==> src/rtl/ula_multiciclo.sv <==
// ula_multiciclo: registered ALU with a start/busy/done handshake.
// Single-cycle ops complete on the accepting edge. MUL (shift-add) and DIVU
// (restoring shift-subtract) iterate for WIDTH cycles in the ITER state.
// Z/N flags come from the registered result. C/V depend on the operation.
module ula_multiciclo #(
    parameter int WIDTH = 8,
    parameter int SHW   = $clog2(WIDTH)
) (
    input  logic             clk,
    input  logic             rst,
    input  logic             start,
    input  logic [WIDTH-1:0] scra,
    input  logic [WIDTH-1:0] scrb,
    input  logic [3:0]       ula_control,
    output logic [WIDTH-1:0] ula_result,
    output logic             flagz,
    output logic             flagn,
    output logic             flagc,
    output logic             flagv,
    output logic             busy,
    output logic             done
);

    localparam logic [3:0] OP_AND  = 4'b0000;
    localparam logic [3:0] OP_OR   = 4'b0001;
    localparam logic [3:0] OP_XOR  = 4'b0011;
    localparam logic [3:0] OP_ADD  = 4'b0010;
    localparam logic [3:0] OP_SUB  = 4'b0110;
    localparam logic [3:0] OP_SLT  = 4'b0111;
    localparam logic [3:0] OP_SLL  = 4'b0100;
    localparam logic [3:0] OP_SRL  = 4'b0101;
    localparam logic [3:0] OP_MUL  = 4'b1000;
    localparam logic [3:0] OP_DIVU = 4'b1001;

    typedef enum logic {S_IDLE, S_ITER} state_t;

    state_t           r_state, w_state_nxt;
    logic [WIDTH-1:0] r_result;
    logic             r_z, r_n, r_c, r_v, r_done;
    // r_hi: MUL partial product high half / DIVU remainder
    // r_lo: MUL multiplier (shifting out) / DIVU dividend->quotient
    logic [WIDTH-1:0] r_hi, r_lo, r_opb;
    logic             r_is_mul;
    logic [SHW-1:0]   r_cnt;

    logic             w_fire_single, w_accept_iter, w_finish, w_is_iter_op;
    logic [WIDTH:0]   w_add, w_sub;
    logic [WIDTH-1:0] w_alu_res;
    logic             w_alu_c, w_alu_v;
    logic [WIDTH:0]   w_mul_sum;
    logic [WIDTH-1:0] w_mul_hi, w_mul_lo;
    logic [WIDTH:0]   w_rem_sh;
    logic [WIDTH-1:0] w_diff, w_div_hi, w_div_lo;
    logic             w_ge;
    logic [WIDTH-1:0] w_fin_res;
    logic             w_fin_c, w_fin_v;

    assign w_add = {1'b0, scra} + {1'b0, scrb};
    assign w_sub = {1'b0, scra} + {1'b0, ~scrb} + (WIDTH+1)'(1);
    assign w_is_iter_op = (ula_control == OP_MUL) || (ula_control == OP_DIVU);

    // Single-cycle ALU result and carry/overflow from the live operands
    always_comb begin
        w_alu_res = '0;
        w_alu_c   = 1'b0;
        w_alu_v   = 1'b0;
        case (ula_control)
            OP_AND: w_alu_res = scra & scrb;
            OP_OR:  w_alu_res = scra | scrb;
            OP_XOR: w_alu_res = scra ^ scrb;
            OP_ADD: begin
                w_alu_res = w_add[WIDTH-1:0];
                w_alu_c   = w_add[WIDTH];
                w_alu_v   = (scra[WIDTH-1] == scrb[WIDTH-1]) &&
                            (w_add[WIDTH-1] != scra[WIDTH-1]);
            end
            OP_SUB: begin
                w_alu_res = w_sub[WIDTH-1:0];
                w_alu_c   = w_sub[WIDTH];
                w_alu_v   = (scra[WIDTH-1] != scrb[WIDTH-1]) &&
                            (w_sub[WIDTH-1] != scra[WIDTH-1]);
            end
            OP_SLT: w_alu_res = {{(WIDTH-1){1'b0}}, ($signed(scra) < $signed(scrb))};
            OP_SLL: w_alu_res = scra << scrb[SHW-1:0];
            OP_SRL: w_alu_res = scra >> scrb[SHW-1:0];
            default: w_alu_res = '0;
        endcase
    end

    // One iteration step: shift-add multiply and restoring divide
    always_comb begin
        w_mul_sum = {1'b0, r_hi} + (r_lo[0] ? {1'b0, r_opb} : '0);
        w_mul_hi  = w_mul_sum[WIDTH:1];
        w_mul_lo  = {w_mul_sum[0], r_lo[WIDTH-1:1]};
        w_rem_sh  = {r_hi, r_lo[WIDTH-1]};
        w_ge      = (w_rem_sh >= {1'b0, r_opb});
        w_diff    = WIDTH'(w_rem_sh - {1'b0, r_opb});
        w_div_hi  = w_ge ? w_diff : w_rem_sh[WIDTH-1:0];
        w_div_lo  = {r_lo[WIDTH-2:0], w_ge};
        // A zero divisor always "fits", so the quotient naturally ends all ones
        w_fin_res = r_is_mul ? w_mul_lo : w_div_lo;
        w_fin_c   = r_is_mul ? (|w_mul_hi) : 1'b0;
        w_fin_v   = r_is_mul ? 1'b0 : (r_opb == '0);
    end

    // FSM state register
    always_ff @(posedge clk or posedge rst) begin
        if (rst) r_state <= S_IDLE;
        else     r_state <= w_state_nxt;
    end

    // FSM next state and control strobes
    always_comb begin
        w_state_nxt   = r_state;
        w_fire_single = 1'b0;
        w_accept_iter = 1'b0;
        w_finish      = 1'b0;
        case (r_state)
            S_IDLE: if (start) begin
                if (w_is_iter_op) begin
                    w_accept_iter = 1'b1;
                    w_state_nxt   = S_ITER;
                end else begin
                    w_fire_single = 1'b1;
                end
            end
            S_ITER: if (r_cnt == SHW'(WIDTH-1)) begin
                w_finish    = 1'b1;
                w_state_nxt = S_IDLE;
            end
            default: w_state_nxt = S_IDLE;
        endcase
    end

    // Datapath: operand latch, iteration registers, result/flag registers
    always_ff @(posedge clk or posedge rst) begin
        if (rst) begin
            r_result <= '0;
            r_z      <= 1'b0;
            r_n      <= 1'b0;
            r_c      <= 1'b0;
            r_v      <= 1'b0;
            r_done   <= 1'b0;
            r_hi     <= '0;
            r_lo     <= '0;
            r_opb    <= '0;
            r_is_mul <= 1'b0;
            r_cnt    <= '0;
        end else begin
            r_done <= 1'b0;
            if (w_fire_single) begin
                r_result <= w_alu_res;
                r_z      <= (w_alu_res == '0);
                r_n      <= w_alu_res[WIDTH-1];
                r_c      <= w_alu_c;
                r_v      <= w_alu_v;
                r_done   <= 1'b1;
            end
            if (w_accept_iter) begin
                r_hi     <= '0;
                r_lo     <= scra;
                r_opb    <= scrb;
                r_is_mul <= (ula_control == OP_MUL);
                r_cnt    <= '0;
            end
            if (r_state == S_ITER) begin
                r_hi  <= r_is_mul ? w_mul_hi : w_div_hi;
                r_lo  <= r_is_mul ? w_mul_lo : w_div_lo;
                r_cnt <= r_cnt + SHW'(1);
            end
            if (w_finish) begin
                r_result <= w_fin_res;
                r_z      <= (w_fin_res == '0);
                r_n      <= w_fin_res[WIDTH-1];
                r_c      <= w_fin_c;
                r_v      <= w_fin_v;
                r_done   <= 1'b1;
            end
        end
    end

    assign ula_result = r_result;
    assign flagz      = r_z;
    assign flagn      = r_n;
    assign flagc      = r_c;
    assign flagv      = r_v;
    assign done       = r_done;
    assign busy       = (r_state == S_ITER);

endmodule

==> config.mk <==
export PLATFORM = sky130hd
export DESIGN_NAME = ula_multiciclo
export DESIGN_NICKNAME = d
export VERILOG_FILES = /design/src/rtl/ula_multiciclo.sv
export SDC_FILE = /design/constraint.sdc
export NUM_CORES = 1
export LEC_CHECK = 0
export BUFFER_PORTS_ARGS = -buffer_cell sky130_fd_sc_hd__buf_4
export CAP_MARGIN = 40
export CORE_MARGIN = 2
export CORE_UTILIZATION = 35
export DETAILED_ROUTE_END_ITERATION = 16
export PLACE_DENSITY_LB_ADDON = 0.12
export SYNTH_ARGS = -nofsm -noshare
export SYNTH_HDL_FRONTEND = slang
export SYNTH_SLANG_ARGS = --single-unit
export TNS_END_PERCENT = 20
==> constraint.sdc <==
create_clock -name clk -period 2 [get_ports clk]
set_input_delay 0.3 -clock clk [delete_from_list [all_inputs] [get_ports clk]]
set_output_delay 0.3 -clock clk [all_outputs]
set_load 0.01 [all_outputs]
Word-level counts from Yosys, hierarchy flattened:

Cells that the tools add are included.

* logic and storage cells: 88
* bits of input ports: 23
* output and inout port bits: 14
* flip-flop bits (word level): 42

* equality and inequality tests: 14
* add/sub/neg operators: 6
* shift-type cells: 2
* multiplexer cells: 37
* bitwise gates (word level): 5
* reductions and logical operators: 10
* order comparisons: 2

Operators by type and width (count)
* 8-bit two-way mux: 10
* 8-bit one-hot mux with 8 select lines: 1
* 8-bit by 8-bit adder with 9-bit output: 3
* 8-bit zero test: 3
* 1-bit two-way mux: 21
* 4-bit by 3-bit == test with 1-bit output (second input constant): 4
* 9-bit by 1-bit adder with 9-bit output (second input constant): 1
* 9-bit by 8-bit greater-or-equal comparator with 1-bit output: 1
* 8-bit bitwise AND: 1
* 4-bit by 2-bit == test with 1-bit output (second input constant): 2
* 4-bit == test (second input constant): 2
* 8-bit less-than comparator: 1
* 8-bit NOT: 1
* 8-bit OR: 1
* 8-bit OR reduction: 1
* 8-bit by 3-bit << shifter with 8-bit output: 1
* 8-bit by 3-bit right shift with 8-bit output: 1
* 8-bit subtractor: 1
* 8-bit bitwise XOR: 1
* 3-bit two-way mux: 2
* 1-bit one-hot mux with 2 select lines: 3
* 4-bit by 1-bit == test with 1-bit output (second input constant): 1
* 4-bit zero test: 1
* 2-bit nonzero test: 2
* other kinds (7): 10

Depth between registers and ports, before layout:

* depth in word-level cells: 8
* depth in mapped cells: 11
* gate-level depth less buffers: 11

Worst setup path before layout:

OpenSTA, ideal clock, no wires.

* kind: input to register
* start point: input port scrb[2]
* end point: register r_z, in the netlist flagz
* setup time: 74 ps
* buffers on the path: 2
* arrival time: 2507 ps
* cell stages on the path: 11
* slack: -581 ps
* data required time: 1926 ps
* cell sequence: clkbuf_1 inv_1 ha_1 buf_2 and3_1 a2111oi_0 nor3_1 a21oi_1 o211ai_1 or3_1 o21ai_2

* word-level cells in the longest chain between the ends: 7
* elaborated cells on any way between the ends: 14
* classes of those cells: add/sub: 3; order compare: 1; shift: 2; mux: 3; bitwise: 4; reduce/logical: 1

RTL lines
* start, declared: RTL line 13 `input logic [WIDTH-1:0] scrb,`
* 8-bit NOT: RTL line 59 `assign w_sub = {1'b0, scra} + {1'b0, ~scrb} + (WIDTH+1)'(1);`
* 8-bit by 8-bit adder with 9-bit output: RTL line 59
* 9-bit by 1-bit adder with 9-bit output: RTL line 59
* 8-bit one-hot mux with 8 select lines *: RTL line 67 `case (ula_control)`
* 8-bit zero test *: RTL line 153 `r_z <= (w_alu_res == '0);`
* 1-bit two-way mux *: RTL line 151 `if (w_fire_single) begin`
* 1-bit two-way mux *: RTL line 171 `if (w_finish) begin`
* end signal, assigned: RTL line 153
* end signal, assigned: RTL line 173 `r_z <= (w_fin_res == '0);`
* end, declared: RTL line 39 `logic r_z, r_n, r_c, r_v, r_done;`

Every way passes the cells marked *; elsewhere a longest branch is shown, timed or not. The select of a mux whose other input is x is not followed.
A chain may end at the register's enable or synchronous reset.

Worst setup path in the final report:

* start point: input port scra[0]
* end point: register r_c, in the netlist flagc

* word-level cells in the longest chain between the ends: 5
* elaborated cells on any way between the ends: 6
* classes of those cells: add/sub: 3; mux: 3

RTL lines
* start, declared: RTL line 12 `input logic [WIDTH-1:0] scra,`
* 8-bit by 8-bit adder with 9-bit output: RTL line 59
* 9-bit by 1-bit adder with 9-bit output: RTL line 59
* 1-bit one-hot mux with 2 select lines *: RTL line 67
* 1-bit two-way mux *: RTL line 151
* 1-bit two-way mux *: RTL line 171
* end signal, assigned: RTL line 155 `r_c <= w_alu_c;`
* end signal, assigned: RTL line 175 `r_c <= w_fin_c;`
* end, declared: RTL line 39

Marked as above.

==> metrics.txt <==
# TYPE chip_impl_metric gauge
chip_impl_info{name="outcome",value="complete, but fails checks"} 1
chip_impl_metric{name="comb_power_share",unit="%"} 69.4
chip_impl_info{name="dominantRegCellSynth",value="sky130_fd_sc_hd__dfrtp_1"} 1
chip_impl_metric{name="clockPowerShare",unit="%"} 11.2
chip_impl_info{name="failed_checks",value="negative setup slack"} 1
chip_impl_info{name="combinational_family_with_the_most_area_after_synthesis",value="compound AO/OA/AOI/OAI gates"} 1
chip_impl_metric{name="ys_warn_count",unit=""} 0
chip_impl_metric{name="synth_adder_area_share",unit="%"} 13.64
chip_impl_metric{name="overflow",unit=""} 0
chip_impl_metric{name="yosysUniqueCellTypes",unit=""} 65
chip_impl_metric{name="core",unit="um2"} 12620
chip_impl_metric{name="timing_hold_violations_final",unit=""} 0
chip_impl_metric{name="via_count_of_the_first_global_routing_pass",unit=""} 4994
chip_impl_metric{name="post_route_cells_drive_above_1_share",unit="%"} 41.63
chip_impl_metric{name="switchingPower",unit="mW"} 3.464
chip_impl_metric{name="die_area",unit="um2"} 13880
chip_impl_metric{name="detailedRoute.firstIterationViolations",unit=""} 249
chip_impl_metric{name="via_per_inst",unit=""} 5.439
chip_impl_metric{name="slew_viols_final",unit=""} 0
chip_impl_metric{name="postSynth.asyncResetShare",unit="%"} 100.0
chip_impl_metric{name="grt_usage",unit="%"} 23.15
chip_impl_metric{name="synthesis.area_per_instance",unit="um2"} 8.410
chip_impl_metric{name="syn-num-nets",unit=""} 609
chip_impl_metric{name="ant_nets_after_route",unit=""} 0
chip_impl_metric{name="maximum_net_fanout_on_the_critical_path",unit=""} 6
chip_impl_info{name="r2r-end",value="flagc"} 1
chip_impl_metric{name="power-per-cell-area",unit="nW/um2"} 1236
chip_impl_metric{name="htree_levels",unit=""} 2
chip_impl_metric{name="worst-endpoint-arrival",unit="ns"} 2.31
chip_impl_metric{name="leakage",unit="nW"} 3.137
chip_impl_metric{name="grt_antenna_before_repair",unit=""} 0
chip_impl_metric{name="finalWirelength",unit="mm"} 16.19
chip_impl_metric{name="clk_latency",unit="ns"} 0.29
chip_impl_metric{name="max_slew_margin",unit="%"} 63.32
chip_impl_metric{name="post_route_clock_period_utilization",unit="%"} 108.3
chip_impl_metric{name="yosys.area_share.xor_xnor",unit="%"} 3.091
chip_impl_info{name="timing.critical_path.from_type",value="primary input"} 1
chip_impl_metric{name="yosys_register_bits",unit=""} 41
chip_impl_metric{name="die_width",unit="um"} 117.8
chip_impl_metric{name="finalCriticalPeriod",unit="ns"} 2.166
chip_impl_info{name="tritoncts",value="done"} 1
chip_impl_metric{name="filler_cell_count",unit=""} 1218
chip_impl_metric{name="route.detailed.drc",unit=""} 0
chip_impl_metric{name="critical_path_required",unit="ns"} 2.15
chip_impl_info{name="timing.rr.start",value="r_lo[0]"} 1
chip_impl_metric{name="global_route_wire_length_before_repair",unit="mm"} 25.68
chip_impl_metric{name="gp_congestion",unit=""} 0.9559
chip_impl_metric{name="clk_pin_slew_worst_paths",unit="ns"} 0.06
chip_impl_metric{name="num-nets-final",unit=""} 780
chip_impl_metric{name="regToRegSetupSlack",unit="ns"} -0.16
chip_impl_metric{name="cts_hold_buffers",unit=""} 0
chip_impl_metric{name="routed_vias",unit=""} 4803
chip_impl_info{name="hold_path_class",value="in2async"} 1
chip_impl_metric{name="worst_slew_pin_slew",unit="ns"} 0.5501
chip_impl_metric{name="power.share.switching",unit="%"} 41.45
chip_impl_metric{name="skew",unit="ns"} 0.008221
chip_impl_metric{name="die-height",unit="um"} 117.8
chip_impl_metric{name="hold-worst-slack",unit="ns"} 0.1580
chip_impl_metric{name="num_io_pins",unit=""} 37
chip_impl_metric{name="ctsLongestPathBuffers",unit=""} 2
chip_impl_metric{name="timing.fmax",unit="GHz"} 0.4616
chip_impl_metric{name="diodes",unit=""} 0
chip_impl_metric{name="seq_area_frac_synth",unit="%"} 22.63
chip_impl_info{name="grt_setup_unrepaired",value="true"} 1
chip_impl_metric{name="initial_utilization",unit="%"} 35.92
chip_impl_metric{name="internal-power",unit="mW"} 4.894
chip_impl_metric{name="clock_buffer_count_from_cts",unit=""} 5
chip_impl_metric{name="max-cap-violations",unit=""} 0
chip_impl_metric{name="numPortBuffers",unit=""} 36
chip_impl_info{name="critical_path_class",value="in2reg"} 1
chip_impl_info{name="ctsRootBufferMaster",value="sky130_fd_sc_hd__clkbuf_16"} 1
chip_impl_metric{name="synthesis.instances",unit=""} 539
chip_impl_metric{name="synth.mux.area_fraction",unit="%"} 10.79
chip_impl_metric{name="post_synth_and_or_nand_nor_area_fraction",unit="%"} 19.24
chip_impl_metric{name="syn2layout_area_growth",unit="%"} 49.21
chip_impl_metric{name="timing.final.setup_violations",unit=""} 16
chip_impl_metric{name="row_count",unit=""} 41
chip_impl_metric{name="length_of_the_first_detailed_routing_pass_in_iterations",unit=""} 5
chip_impl_metric{name="seq_power_share",unit="%"} 19.4
chip_impl_metric{name="synth_compound_gate_area_share",unit="%"} 23.46
chip_impl_metric{name="max_vdd_drop",unit="uV"} 985.9
chip_impl_metric{name="syn-cell-area",unit="um2"} 4533
chip_impl_metric{name="numClockSinks",unit=""} 41
chip_impl_metric{name="grt_max_degree",unit=""} 42
chip_impl_metric{name="final.setup.worst_slack",unit="ns"} -0.1664
chip_impl_metric{name="timing.reg2reg.worst_path_depth",unit=""} 11
chip_impl_metric{name="synth-edff-count",unit=""} 0
chip_impl_metric{name="wire_per_inst",unit="um"} 18.34
chip_impl_info{name="end_kind",value="register"} 1
chip_impl_metric{name="hpwl",unit="mm"} 12.94
chip_impl_metric{name="placement.setup.worst_slack",unit="ns"} -0.6122
## cells in the final DEF, fill, tap and decap left out, drive strengths merged, types with 9 or more instances in the layout
cell and count:
dfrtp 41, nor3 15, nand2b 10, ha 43
and2 12, o21ai 34, o221ai 10, a21o 11
mux4 9, nand3 13, nand2 32, inv 44
o211ai 13, buf 197, xnor2 9, a211oi 11
nand3b 10, mux2i 20, a21oi 31, nor2 39
## critical path, stage by stage
cell and delay (ns):
sky130_fd_sc_hd__buf_4 0.14, sky130_fd_sc_hd__inv_4 0.06, sky130_fd_sc_hd__ha_4 0.14, sky130_fd_sc_hd__inv_1 0.05
sky130_fd_sc_hd__fa_2 0.33, sky130_fd_sc_hd__buf_4 0.15, sky130_fd_sc_hd__nand2b_4 0.08, sky130_fd_sc_hd__a2111oi_4 0.07
sky130_fd_sc_hd__a221o_1 0.31, sky130_fd_sc_hd__o221ai_2 0.24, sky130_fd_sc_hd__o22ai_1 0.15, sky130_fd_sc_hd__a21oi_1 0.23
sky130_fd_sc_hd__a41oi_2 0.06
## power by group through the flow
stage / logic [mW] / registers [mW] / clock network [mW]
after floorplan: 2.89 / 1.56 / 0
after global placement: 4.94 / 1.59 / 0
after detailed placement: 5.02 / 1.59 / 0
final: 5.80 / 1.62 / 0.933
after CTS: 5.55 / 1.62 / 0.954
after global routing: 6.35 / 1.67 / 0.979
## cell usage after synthesis (10+ instances only)
library cell               instances  area (um2)
sky130_fd_sc_hd__inv_1            44       165.2
sky130_fd_sc_hd__ha_1             43       538.0
sky130_fd_sc_hd__dfrtp_1          41        1026
sky130_fd_sc_hd__nor2_1           39       146.4
sky130_fd_sc_hd__nand2_1          32       120.1
sky130_fd_sc_hd__o21ai_0          32       160.2
sky130_fd_sc_hd__a21oi_1          31       155.2
sky130_fd_sc_hd__mux2i_1          20       200.2
sky130_fd_sc_hd__clkbuf_1         17       63.81
sky130_fd_sc_hd__nor3_1           15       75.07
sky130_fd_sc_hd__nand3_1          13       65.06
sky130_fd_sc_hd__o211ai_1         13       97.59
sky130_fd_sc_hd__a211oi_1         11       82.58
sky130_fd_sc_hd__a21o_1           11       82.58
sky130_fd_sc_hd__and2_1           11       68.82
sky130_fd_sc_hd__buf_2            10       50.05
sky130_fd_sc_hd__nand2b_1         10       62.56
sky130_fd_sc_hd__nand3b_1         10       75.07
sky130_fd_sc_hd__o221ai_1         10       87.58
## state kept, by name (all words and copies together), names as in the netlist
name and flops:
busy 1, r_cnt 3, flagv 1, r_opb 8, done 1, r_lo 8, flagz 1, r_is_mul 1
ula_result 8, flagc 1, r_hi 8
## per-stage QoR
stage	setup TNS, ns	std cells	area, um2	utilization [%]	power, mW
2_1_floorplan	-1.315	539	4688	-	4.451
3_3_place_gp	-6.805	867	6150	48.73	6.523
3_5_place_dp	-7.437	867	6150	48.73	6.611
4_1_cts	-2.486	880	6571	52.07	8.116
5_1_grt	-3.316	883	6764	53.60	8.995
6_report	-1.460	883	6764	53.60	8.358
## metal layers
metal,wire (um),vias to the layer above,track usage [%]
met1,7075,2341,29.34
met2,8142,100,40.63
met3,528,36,2.471
met4,448,0,8.358
met5,0,-,0
li1,-,2326,-
## logic make-up (layout without fill, tap and decap cells)
group | after synthesis | after routing
AND/OR/NAND/NOR | 167 | 167
AO/OA/AOI/OAI | 155 | 155
buffers and inverters | 77 | 249
adder cells (fa/ha/maj) | 47 | 47
flip-flops | 41 | 41
multiplexers | 36 | 36
XOR/XNOR | 16 | 16
## worst max-delay path by stage
| stage | start | endpoint | slack [ns] |
|---|---|---|---|
| after floorplan | scrb[1] | flagz | -0.21 |
| after global placement | scra[0] | ula_result[4] | -0.61 |
| after detailed placement | scra[0] | ula_result[4] | -0.61 |
| after CTS | r_lo[0] | r_hi[5] | -0.19 |
| after global routing | r_lo[0] | flagc | -0.29 |
| final | scra[0] | flagc | -0.17 |
## area by class of cell
class,instances,area [um2],share of cell area (%)
multi-input combinational,421,3642,53.85
inverter,44,185.2,2.738
sequential,41,1027,15.19
clock buffer,6,128.9,1.905
clock inverter,2,38.79,0.5734
tap,172,215.2,3.182
timing repair buffer,197,1526,22.57
## what timing repair did
item / 4_1_cts / 5_1_grt
setup buffers: 5 / 3
gates resized for setup: 48 / 39
endpoints found under the setup margin: 20 / 20
pin swaps: 38 / 27
No activity file was read; power rests on OpenSTA's default activity.
